**src/rtl/injection_scheduler.sv**
```systemverilog
// Injection scheduler: round-robin arbitration of NUM_REQ terminal requesters
// onto a single router injection channel. Each requester owns one VC. The block
// tracks per-VC credits and per-requester packet framing.

// Per-requester lane: credit counter and packet-framing FSM for one VC.
module injection_lane #(
    parameter int BUF_DEPTH = 8,
    parameter int CRED_W    = $clog2(BUF_DEPTH + 1)
) (
    input  logic clk,
    input  logic reset,
    input  logic send_i,       // flit from this requester transfers this cycle
    input  logic head_i,
    input  logic tail_i,
    input  logic ret_i,        // credit returned on this VC this cycle
    output logic has_credit_o,
    output logic err_o         // framing or credit-overflow error this cycle
);
    typedef enum logic {IDLE, IN_PKT} pkt_state_e;

    pkt_state_e        state_q, state_d;
    logic [CRED_W-1:0] credit_q, credit_d;
    logic              proto_err, ovf_err;

    assign has_credit_o = (credit_q != '0);
    assign err_o        = proto_err | ovf_err;

    // State and credit registers
    always_ff @(posedge clk or negedge reset) begin
        if (!reset) begin
            state_q  <= IDLE;
            credit_q <= CRED_W'(BUF_DEPTH);
        end else begin
            state_q  <= state_d;
            credit_q <= credit_d;
        end
    end

    // Packet framing: advance only on transferred flits, flag bad framing
    always_comb begin
        state_d   = state_q;
        proto_err = 1'b0;
        if (send_i) begin
            case (state_q)
                IDLE: begin
                    if (!head_i)     proto_err = 1'b1;
                    else if (!tail_i) state_d  = IN_PKT;
                end
                IN_PKT: begin
                    if (head_i) proto_err = 1'b1;
                    if (tail_i) state_d   = IDLE;
                end
                default: state_d = IDLE;
            endcase
        end
    end

    // Credit accounting; a send and a return in the same cycle cancel out
    always_comb begin
        credit_d = credit_q;
        ovf_err  = 1'b0;
        if (send_i && !ret_i) begin
            credit_d = credit_q - CRED_W'(1);
        end else if (ret_i && !send_i) begin
            if (credit_q == CRED_W'(BUF_DEPTH)) ovf_err  = 1'b1;
            else                                credit_d = credit_q + CRED_W'(1);
        end
    end
endmodule

module injection_scheduler #(
    parameter int NUM_REQ   = 4,
    parameter int NUM_VCS   = 4,
    parameter int BUF_DEPTH = 8,
    parameter int PAYLOAD_W = 64,
    parameter int VC_W      = (NUM_VCS > 1) ? $clog2(NUM_VCS) : 1,
    parameter int CH_W      = 3 + VC_W + PAYLOAD_W
) (
    input  logic                           clk,
    input  logic                           reset,
    input  logic [NUM_REQ-1:0]             req_valid,
    input  logic [NUM_REQ-1:0]             req_head,
    input  logic [NUM_REQ-1:0]             req_tail,
    input  logic [NUM_REQ*PAYLOAD_W-1:0]   req_payload,
    output logic [NUM_REQ-1:0]             req_ready,
    output logic [0:CH_W-1]                channel_out,
    input  logic [0:VC_W]                  flow_ctrl_in,
    output logic                           error
);
    logic [NUM_REQ-1:0] has_credit, ret, lane_err, elig, grant;
    logic [VC_W-1:0]    rr_ptr_q, rr_ptr_d, gnt_idx;
    logic               gnt_vld;
    logic [0:CH_W-1]    channel_q, channel_d;
    logic               error_q, error_d;

    assign elig        = req_valid & has_credit;
    assign req_ready   = grant;
    assign channel_out = channel_q;
    assign error       = error_q;

    for (genvar i = 0; i < NUM_REQ; i++) begin : g_lane
        assign ret[i] = flow_ctrl_in[0] && (flow_ctrl_in[1:VC_W] == VC_W'(i));
        injection_lane #(.BUF_DEPTH(BUF_DEPTH)) u_lane (
            .clk          (clk),
            .reset        (reset),
            .send_i       (grant[i]),
            .head_i       (req_head[i]),
            .tail_i       (req_tail[i]),
            .ret_i        (ret[i]),
            .has_credit_o (has_credit[i]),
            .err_o        (lane_err[i])
        );
    end

    // Round-robin search from rr_ptr; gated by reset so nothing is granted while held
    always_comb begin : arb
        int idx;
        gnt_vld = 1'b0;
        gnt_idx = '0;
        idx     = 0;
        if (reset) begin
            for (int k = 0; k < NUM_REQ; k++) begin
                idx = int'(rr_ptr_q) + k;
                if (idx >= NUM_REQ) idx = idx - NUM_REQ;
                if (!gnt_vld && elig[idx[VC_W-1:0]]) begin
                    gnt_vld = 1'b1;
                    gnt_idx = idx[VC_W-1:0];
                end
            end
        end
        grant = gnt_vld ? (NUM_REQ'(1) << gnt_idx) : '0;
    end

    // Next pointer, outgoing flit and sticky error
    always_comb begin
        rr_ptr_d  = rr_ptr_q;
        channel_d = '0;
        if (gnt_vld) begin
            rr_ptr_d  = (gnt_idx == VC_W'(NUM_REQ - 1)) ? '0 : gnt_idx + VC_W'(1);
            channel_d = {1'b1, req_head[gnt_idx], req_tail[gnt_idx], gnt_idx,
                         req_payload[gnt_idx*PAYLOAD_W +: PAYLOAD_W]};
        end
        error_d = error_q | (|lane_err);
    end

    // Output flit register, arbitration pointer and error flag
    always_ff @(posedge clk or negedge reset) begin
        if (!reset) begin
            rr_ptr_q  <= '0;
            channel_q <= '0;
            error_q   <= 1'b0;
        end else begin
            rr_ptr_q  <= rr_ptr_d;
            channel_q <= channel_d;
            error_q   <= error_d;
        end
    end
endmodule

```
**config.mk**
```make
export PLATFORM = sky130hd
export DESIGN_NAME = injection_scheduler
export DESIGN_NICKNAME = d
export VERILOG_FILES = /design/src/rtl/injection_scheduler.sv
export SDC_FILE = /design/constraint.sdc
export NUM_CORES = 1
export LEC_CHECK = 0
export CORE_ASPECT_RATIO = 0.75
export CORE_MARGIN = 2
export CORE_UTILIZATION = 35
export DETAILED_ROUTE_END_ITERATION = 10
export PLACE_DENSITY = 0.83
export REMOVE_ABC_BUFFERS = 1
export SYNTH_ARGS = -nofsm -noshare
export SYNTH_HDL_FRONTEND = slang
export SYNTH_SLANG_ARGS = --single-unit
```
**constraint.sdc**
```tcl
create_clock -name clk -period 3.8 [get_ports clk]
set_input_delay 0.76 -clock clk [delete_from_list [all_inputs] [get_ports clk]]
set_output_delay 0.76 -clock clk [all_outputs]
set_load 0.02 [all_outputs]
```
Yosys cells after proc, flatten, opt, wreduce, memory -nomap -nowiden
Index checks and enable logic that the tools add are counted.
{"block": "classes", "n_addsub": 16, "n_lt_le_gt_ge": 9, "n_eq_ne": 12, "shift": 2, "mux": 88, "n_bitwise": 10, "reduce_logical": 40}
{"cell": "$shiftx A256 B9 Y64", "n": 1}
{"cell": "$mux W69", "n": 1}
{"cell": "$mux W4", "n": 13}
{"cell": "$mux W1", "n": 46}
{"cell": "$mux W2", "n": 14}
{"cell": "$add A4 B1 Y4 const B", "n": 4}
{"cell": "$eq A4 B4 Y1 const B", "n": 4}
{"cell": "$pmux W1 S2", "n": 8}
{"cell": "$reduce_bool A4 Y1", "n": 4}
{"cell": "$sub A4 B1 Y4 const B", "n": 4}
{"cell": "$logic_and A1 B1 Y1", "n": 15}
{"cell": "$lt A2 B3 Y1 const B", "n": 5}
{"cell": "$bmux W1 S2", "n": 6}
{"cell": "$logic_not A1 Y1", "n": 11}
{"cell": "$ge A3 B3 Y1 const B", "n": 3}
{"cell": "$ne A2 B1 Y1 const B", "n": 4}
{"cell": "$reduce_and A2 Y1", "n": 4}
{"cell": "$reduce_bool A2 Y1", "n": 4}
{"cell": "$sub A2 B1 Y2 const B", "n": 4}
{"cell": "$add A2 B2 Y3 const B", "n": 2}
{"cell": "$eq A2 B2 Y1 const B", "n": 3}
{"cell": "$or A1 B1 Y1", "n": 5}
{"cell": "$and A4 B4 Y4", "n": 1}
{"cell": "$not A1 Y1", "n": 4}
{"cell": "other kinds (7)", "n": 7}
{"block": "word_totals", "ff_bits": 92, "inputBits": 273, "out_inout_bits": 74, "word_cells": 188}

Depth between registers and ports, before layout
{"block": "depth", "depth_word": 28, "mapped_depth": 18, "ltp_nobuf": 16}

By module
A second synthesis with hierarchy kept.
{"block": "unflattened", "hier_cells": 523, "hier_area_um2": 5741.8}
{"module": "injection_scheduler", "instances": 1, "cells_per_inst": 343, "area_each_um2": 4035.1, "seq_area_each_um2": 1801.7}
{"module": "injection_lane", "instances": 4, "cells_per_inst": 45, "area_each_um2": 426.7, "seq_area_each_um2": 126.4}

Worst setup path after synthesis
OpenSTA, ideal clock, no wires.
{"block": "synth_timing", "path_type": "register to register", "start": "reg g_lane[1].u_lane.credit_q[0]", "end": "reg g_lane[2].u_lane.credit_q[2]", "setup_ns": 0.127, "arrival_ns": 3.593, "required_time_ns": 3.673, "setup_slack_ns": 0.080, "path_stages_with_launch": 18, "n_path_buf": 2, "period_less_slack_ns": 3.720, "cell_sequence": "dfrtp_1 > buf_2 > o41ai_4 > nor3_1 > a211o_1 > o311ai_4 > buf_2 > inv_1 > ha_1 > nand2_1 > inv_1 > ha_1 > xor2_1 > ha_1 > a21oi_1 > xnor2_1 > nand2_1 > xnor2_1"}
{"block": "synth_between", "elab_chain_len": 24, "word_cells_on_any_way": 38, "cone_classes": "eq/ne: 1; shift: 1; mux: 23; bitwise: 1; reduce/logical: 12"}
{"item": "start, declared", "line": "22", "source": "logic [CRED_W-1:0] credit_q, credit_d;"}
{"item": "start signal, assigned", "line": "32", "source": "credit_q <= CRED_W'(BUF_DEPTH);"}
{"item": "start signal, assigned", "line": "35", "source": "credit_q <= credit_d;"}
{"item": "$reduce_bool A4 Y1 (*)", "line": "25", "source": "assign has_credit_o = (credit_q != '0);"}
{"item": "$and A4 B4 Y4 (*)", "line": "96", "source": "assign elig = req_valid & has_credit;"}
{"item": "$bmux W1 S2", "line": "125", "source": "if (!gnt_vld && elig[idx[VC_W-1:0]]) begin"}
{"item": "$mux W1 (implied by the code)", "line": "125"}
{"item": "$mux W1", "line": "125"}
{"item": "$mux W1", "line": "121", "source": "if (reset) begin"}
{"item": "$logic_not A1 Y1", "line": "125"}
{"item": "$logic_and A1 B1 Y1", "line": "125"}
{"item": "[9 not listed]"}
{"item": "$mux W2", "line": "121"}
{"item": "$shl A1 B2 Y4", "line": "131", "source": "grant = gnt_vld ? (NUM_REQ'(1) << gnt_idx) : '0;"}
{"item": "$mux W4 (*)", "line": "131"}
{"item": "named net g_lane[2].u_lane.send_i", "line": "12", "source": "input logic send_i,"}
{"item": "$logic_not A1 Y1", "line": "64", "source": "end else if (ret_i && !send_i) begin"}
{"item": "$logic_and A1 B1 Y1", "line": "64"}
{"item": "$reduce_bool A2 Y1 (no line)"}
{"item": "$reduce_and A2 Y1 (no line)"}
{"item": "end signal, assigned", "line": "32"}
{"item": "end signal, assigned", "line": "35"}
{"item": "end, declared", "line": "22"}
The timed path passes the listed nets; every way through them passes the cells marked *. The select of a mux whose other input is x is not followed.
A chain may end at the register's enable or synchronous reset.

Worst setup path after layout
{"block": "layout_timing", "start": "in req_valid[0]", "end": "out req_ready[2]"}
{"block": "layout_between", "elab_chain_len": 19, "word_cells_on_any_way": 30, "cone_classes": "shift: 1; mux: 22; bitwise: 1; reduce/logical: 6"}
{"item": "start, declared", "line": "81", "source": "input logic [NUM_REQ-1:0] req_valid,"}
{"item": "$and A4 B4 Y4 (*)", "line": "96"}
{"item": "$bmux W1 S2", "line": "125"}
{"item": "$mux W1 (implied by the code)", "line": "125"}
{"item": "$mux W1", "line": "125"}
{"item": "$mux W1", "line": "121"}
{"item": "$logic_not A1 Y1", "line": "125"}
{"item": "$logic_and A1 B1 Y1", "line": "125"}
{"item": "$mux W1", "line": "125"}
{"item": "[3 not listed]"}
{"item": "$mux W1", "line": "125"}
{"item": "$mux W1", "line": "121"}
{"item": "$logic_not A1 Y1", "line": "125"}
{"item": "$logic_and A1 B1 Y1", "line": "125"}
{"item": "$mux W2", "line": "125"}
{"item": "$mux W2", "line": "121"}
{"item": "$shl A1 B2 Y4", "line": "131"}
{"item": "$mux W4 (*)", "line": "131"}
{"item": "end, declared", "line": "85", "source": "output logic [NUM_REQ-1:0] req_ready,"}
Every way passes the cells marked *; elsewhere a longest branch is shown, timed or not. The select of a mux whose other input is x is not followed.

==> results.toml <==
[outcome]
status = "complete, no violations"

[final_layout]
drive_gt1_share_pct = 16.3
diodes = 0
area_growth_pct = 67.6
finalNetCount = 1222
fill_cells = 1415
postLayoutCellArea_sq_um = 10100

[yosys]
synth-seq-cells = 92
ys_warn_count = 0
ys_top_cells_by_area = "dfrtp_1 (36%), a311oi_2 (15%), nand2_1 (10%)"
synth_top_area_share_pct = 36.5
yosys.cell_types.count = 46
synthXorXnorAreaFrac_pct = 3.34
yosys.area_share.simple_pct = 13.5
synth.most_common_cell = "nand2_1"
synth-compound-area-share_pct = 33.0
synthMuxAreaShare_pct = 0.539
synth_edf_count = 0
ys.flop_type = "dfrtp_1"
synth_commonest_cells = "nand2_1 (166), dfrtp_1 (88), a311oi_2 (61), a221oi_1 (53), clkbuf_1 (22)"
netlist_area_sq_um = 6040
synthArstFlopShare_pct = 100
ys_seq_area_share_pct = 38.2
syn_avg_cell_area_sq_um = 10.2
synth_top_family_by_area = "compound AO/OA/AOI/OAI gates"
yosys.area_share.adder_pct = 4.14
synth_cells = 592
yosysTopAreaCell = "dfrtp_1"

[critical_path]
endpoint_kind = "output port"
crit_chain = "clkdlybuf4s50_1 > o41a_1 > nor3_1 > a211o_1 > o311ai_4 > inv_1 > ha_1 > nand2_1 > inv_1 > dlygate4sd2_1"
path_delay_family = "buffers and inverters"
crit_buf_inv = 4
cpPeakStageDelay_ps = 490
start_kind = "primary input"
cp.required_ps = 3040
cpMaxStageDelayCell = "clkdlybuf4s50_1"
cp_max_fo = 4
worstSetupPathType = "primary input to output port"
worstPathArrival_ps = 2970
critPathMostFrequentCell = "inv_1"

[global_route]
grt_pass1_vias = 6144
antenna_found_initial = 0
grt_util_all_layers_pct = 24.3
use_met1_pct = 31.5
grt_busiest_layer = "met2"
met3_usage_pct = 6.15
grt_use_met2_pct = 40.5
grt_max_degree = 74
grt_overflow = 0
grt_pass1_wl_microns = 34600

[clock_network]
cts.sinks = 92
postCtsHoldBufs = 0
htree_levels = 3
path_clk_slew_ps = 60
clockBufferDepth = 2
cts_tree = "done"
cts_buffers = 9
cts-root-buf = "clkbuf_16"
insertion_delay_ps = 340
post_cts_buffers = 0

[timing]
setup_viol = 0
worst_pin_slew_ps = 999
post-route-period-util_pct = 98.1
min_period_ps = 3730
timing.final.ws_setup_ps = 71.9
maxSlewHeadroom_pct = 33.4
finClkSkew_ps = 9.59
tns_ps = 0
hold_viol = 0
slew_violations = 0
holdWs_ps = 509
timing.fmax_mhz = 268

[floorplanning]
core.rowCount = 41
fp.dieArea_sq_um = 18300
core_area_sq_um = 16900
dieHeight_microns = 118
num_io_pins = 347
start_util_pct = 35.8
chipWidth_microns = 156

[place]
gp_congestion = 0.876
portBuffers = 346
place_ws_ps = -235
hpwl_microns = 17200
placed_cell_area_sq_um = 9760

[power_and_ir_drop]
leakage_nw = 4.07
ir_drop_mv = 0.454
powerDensity_nw_per_um2 = 706

[job]
maxCapViolCount = 0

[worst_hold_path]
timing.hold.worst.class = "flop to flop"

[route]
wl_microns = 22700
num_vias = 6291
routedWlPerCell_microns = 19.7
vias_per_cell = 5.48
drt_iter0_markers = 431
drtAntennaViolNets = 0
route.detailed.drc = 0
dr.pass1.iters = 5
-- repair_timing --
action                     in CTS  in global routing
pin swaps                       0                  1
setup endpoints to repair       4                 10
gates resized for setup         5                  3
-- where the power goes --
part	switching (mW)	internal (mW)
sequential	0.321	1.42
clock	0.383	0.662
combinational	2.49	1.87
total	3.20	3.95
-- logic make-up (layout without fill, tap and decap cells) --
| family | count (synthesis) | after routing |
|---|---|---|
| and+or+nand+nor | 200 | 200 |
| AOI/OAI and AO/OA | 178 | 178 |
| DFF | 92 | 92 |
| buffers and inverters | 76 | 418 |
| xor gates and xnor gates | 23 | 23 |
| adders and majority gates | 20 | 20 |
| muxes | 3 | 3 |
-- area by class of cell --
class                   count  area [sq um]  area share (%)
inverters                  15          56.3           0.556
flip-flops and latches     92          2310            22.8
repair buffers            387          3800            37.6
multi-input cells         424          3340            33.0
well taps                 215           269            2.66
clock inverters             4          97.6           0.964
clock buffers              12           246            2.44
-- through the flow --
step / power, mW / std cells / util (%)
floorplan: 4.26 / 531 / -
global placement: 6.02 / 1133 / 57.8
detailed placement: 6.12 / 1133 / 57.8
CTS: 7.18 / 1149 / 59.9
global route: 7.58 / 1149 / 60.0
finish: 7.15 / 1149 / 60.0
-- sequential cells by signal, indices dropped and copies added (netlist names) --
| signal | count |
|---|---|
| channel_out | 69 |
| g_lane.u_lane.credit_q | 16 |
| g_lane.u_lane.state_q | 4 |
| rr_ptr_q | 2 |
| error | 1 |
-- placed cells by master, fill, tap and decap left out, types with 2 or more instances in the layout --
cell               n
bufinv_16          3
clkbuf_16          9
nand2b_1           2
xnor2_1           16
clkdlybuf4s50_1  341
a21oi_1           16
o41a_1             3
dlygate4sd2_1      4
o21ai_4            2
o31ai_1            2
ha_1              20
o41ai_2            2
nor3_1             7
o41ai_4            2
a22o_1             2
or2_2              2
nor4_1             2
and3_1             2
nor4bb_1           2
nor2_1             8
buf_4             39
a221oi_1          53
buf_12             3
a221oi_2          15
o211ai_1           2
dfrtp_1           88
inv_1             15
a311oi_1           4
xor2_1             7
a311oi_2          61
nand2_1          165
o22ai_1            2
clkbuf_1           2
mux2_2             2
o21ai_0            5
dfstp_2            4
-- path summary, 6_finish.rpt --
path / from / endpoint / slack, ps / cells after the start
hold reg to reg: g_lane[0].u_lane.credit_q[3] / g_lane[0].u_lane.credit_q[3] / 510 / 1
hold / removal: g_lane[0].u_lane.credit_q[3] / g_lane[0].u_lane.credit_q[3] / 510 / 1
setup / recovery: req_valid[0] / req_ready[2] / 70 / 10
min in group asynchronous: reset / g_lane[3].u_lane.state_q / 580 / 2
max in group asynchronous: reset / channel_out[39] / 2640 / 2
setup reg to reg: g_lane[2].u_lane.credit_q[1] / g_lane[2].u_lane.credit_q[2] / 290 / 16
-- metal layers --
| layer | routed length, microns | up-vias |
|---|---|---|
| met1 | 9540 | 3051 |
| li1 | - | 2901 |
| met3 | 1900 | 28 |
| met4 | 372 | 0 |
| met5 | 0 | - |
| met2 | 10900 | 311 |
Note: power is estimated with default switching activity, not from simulation.
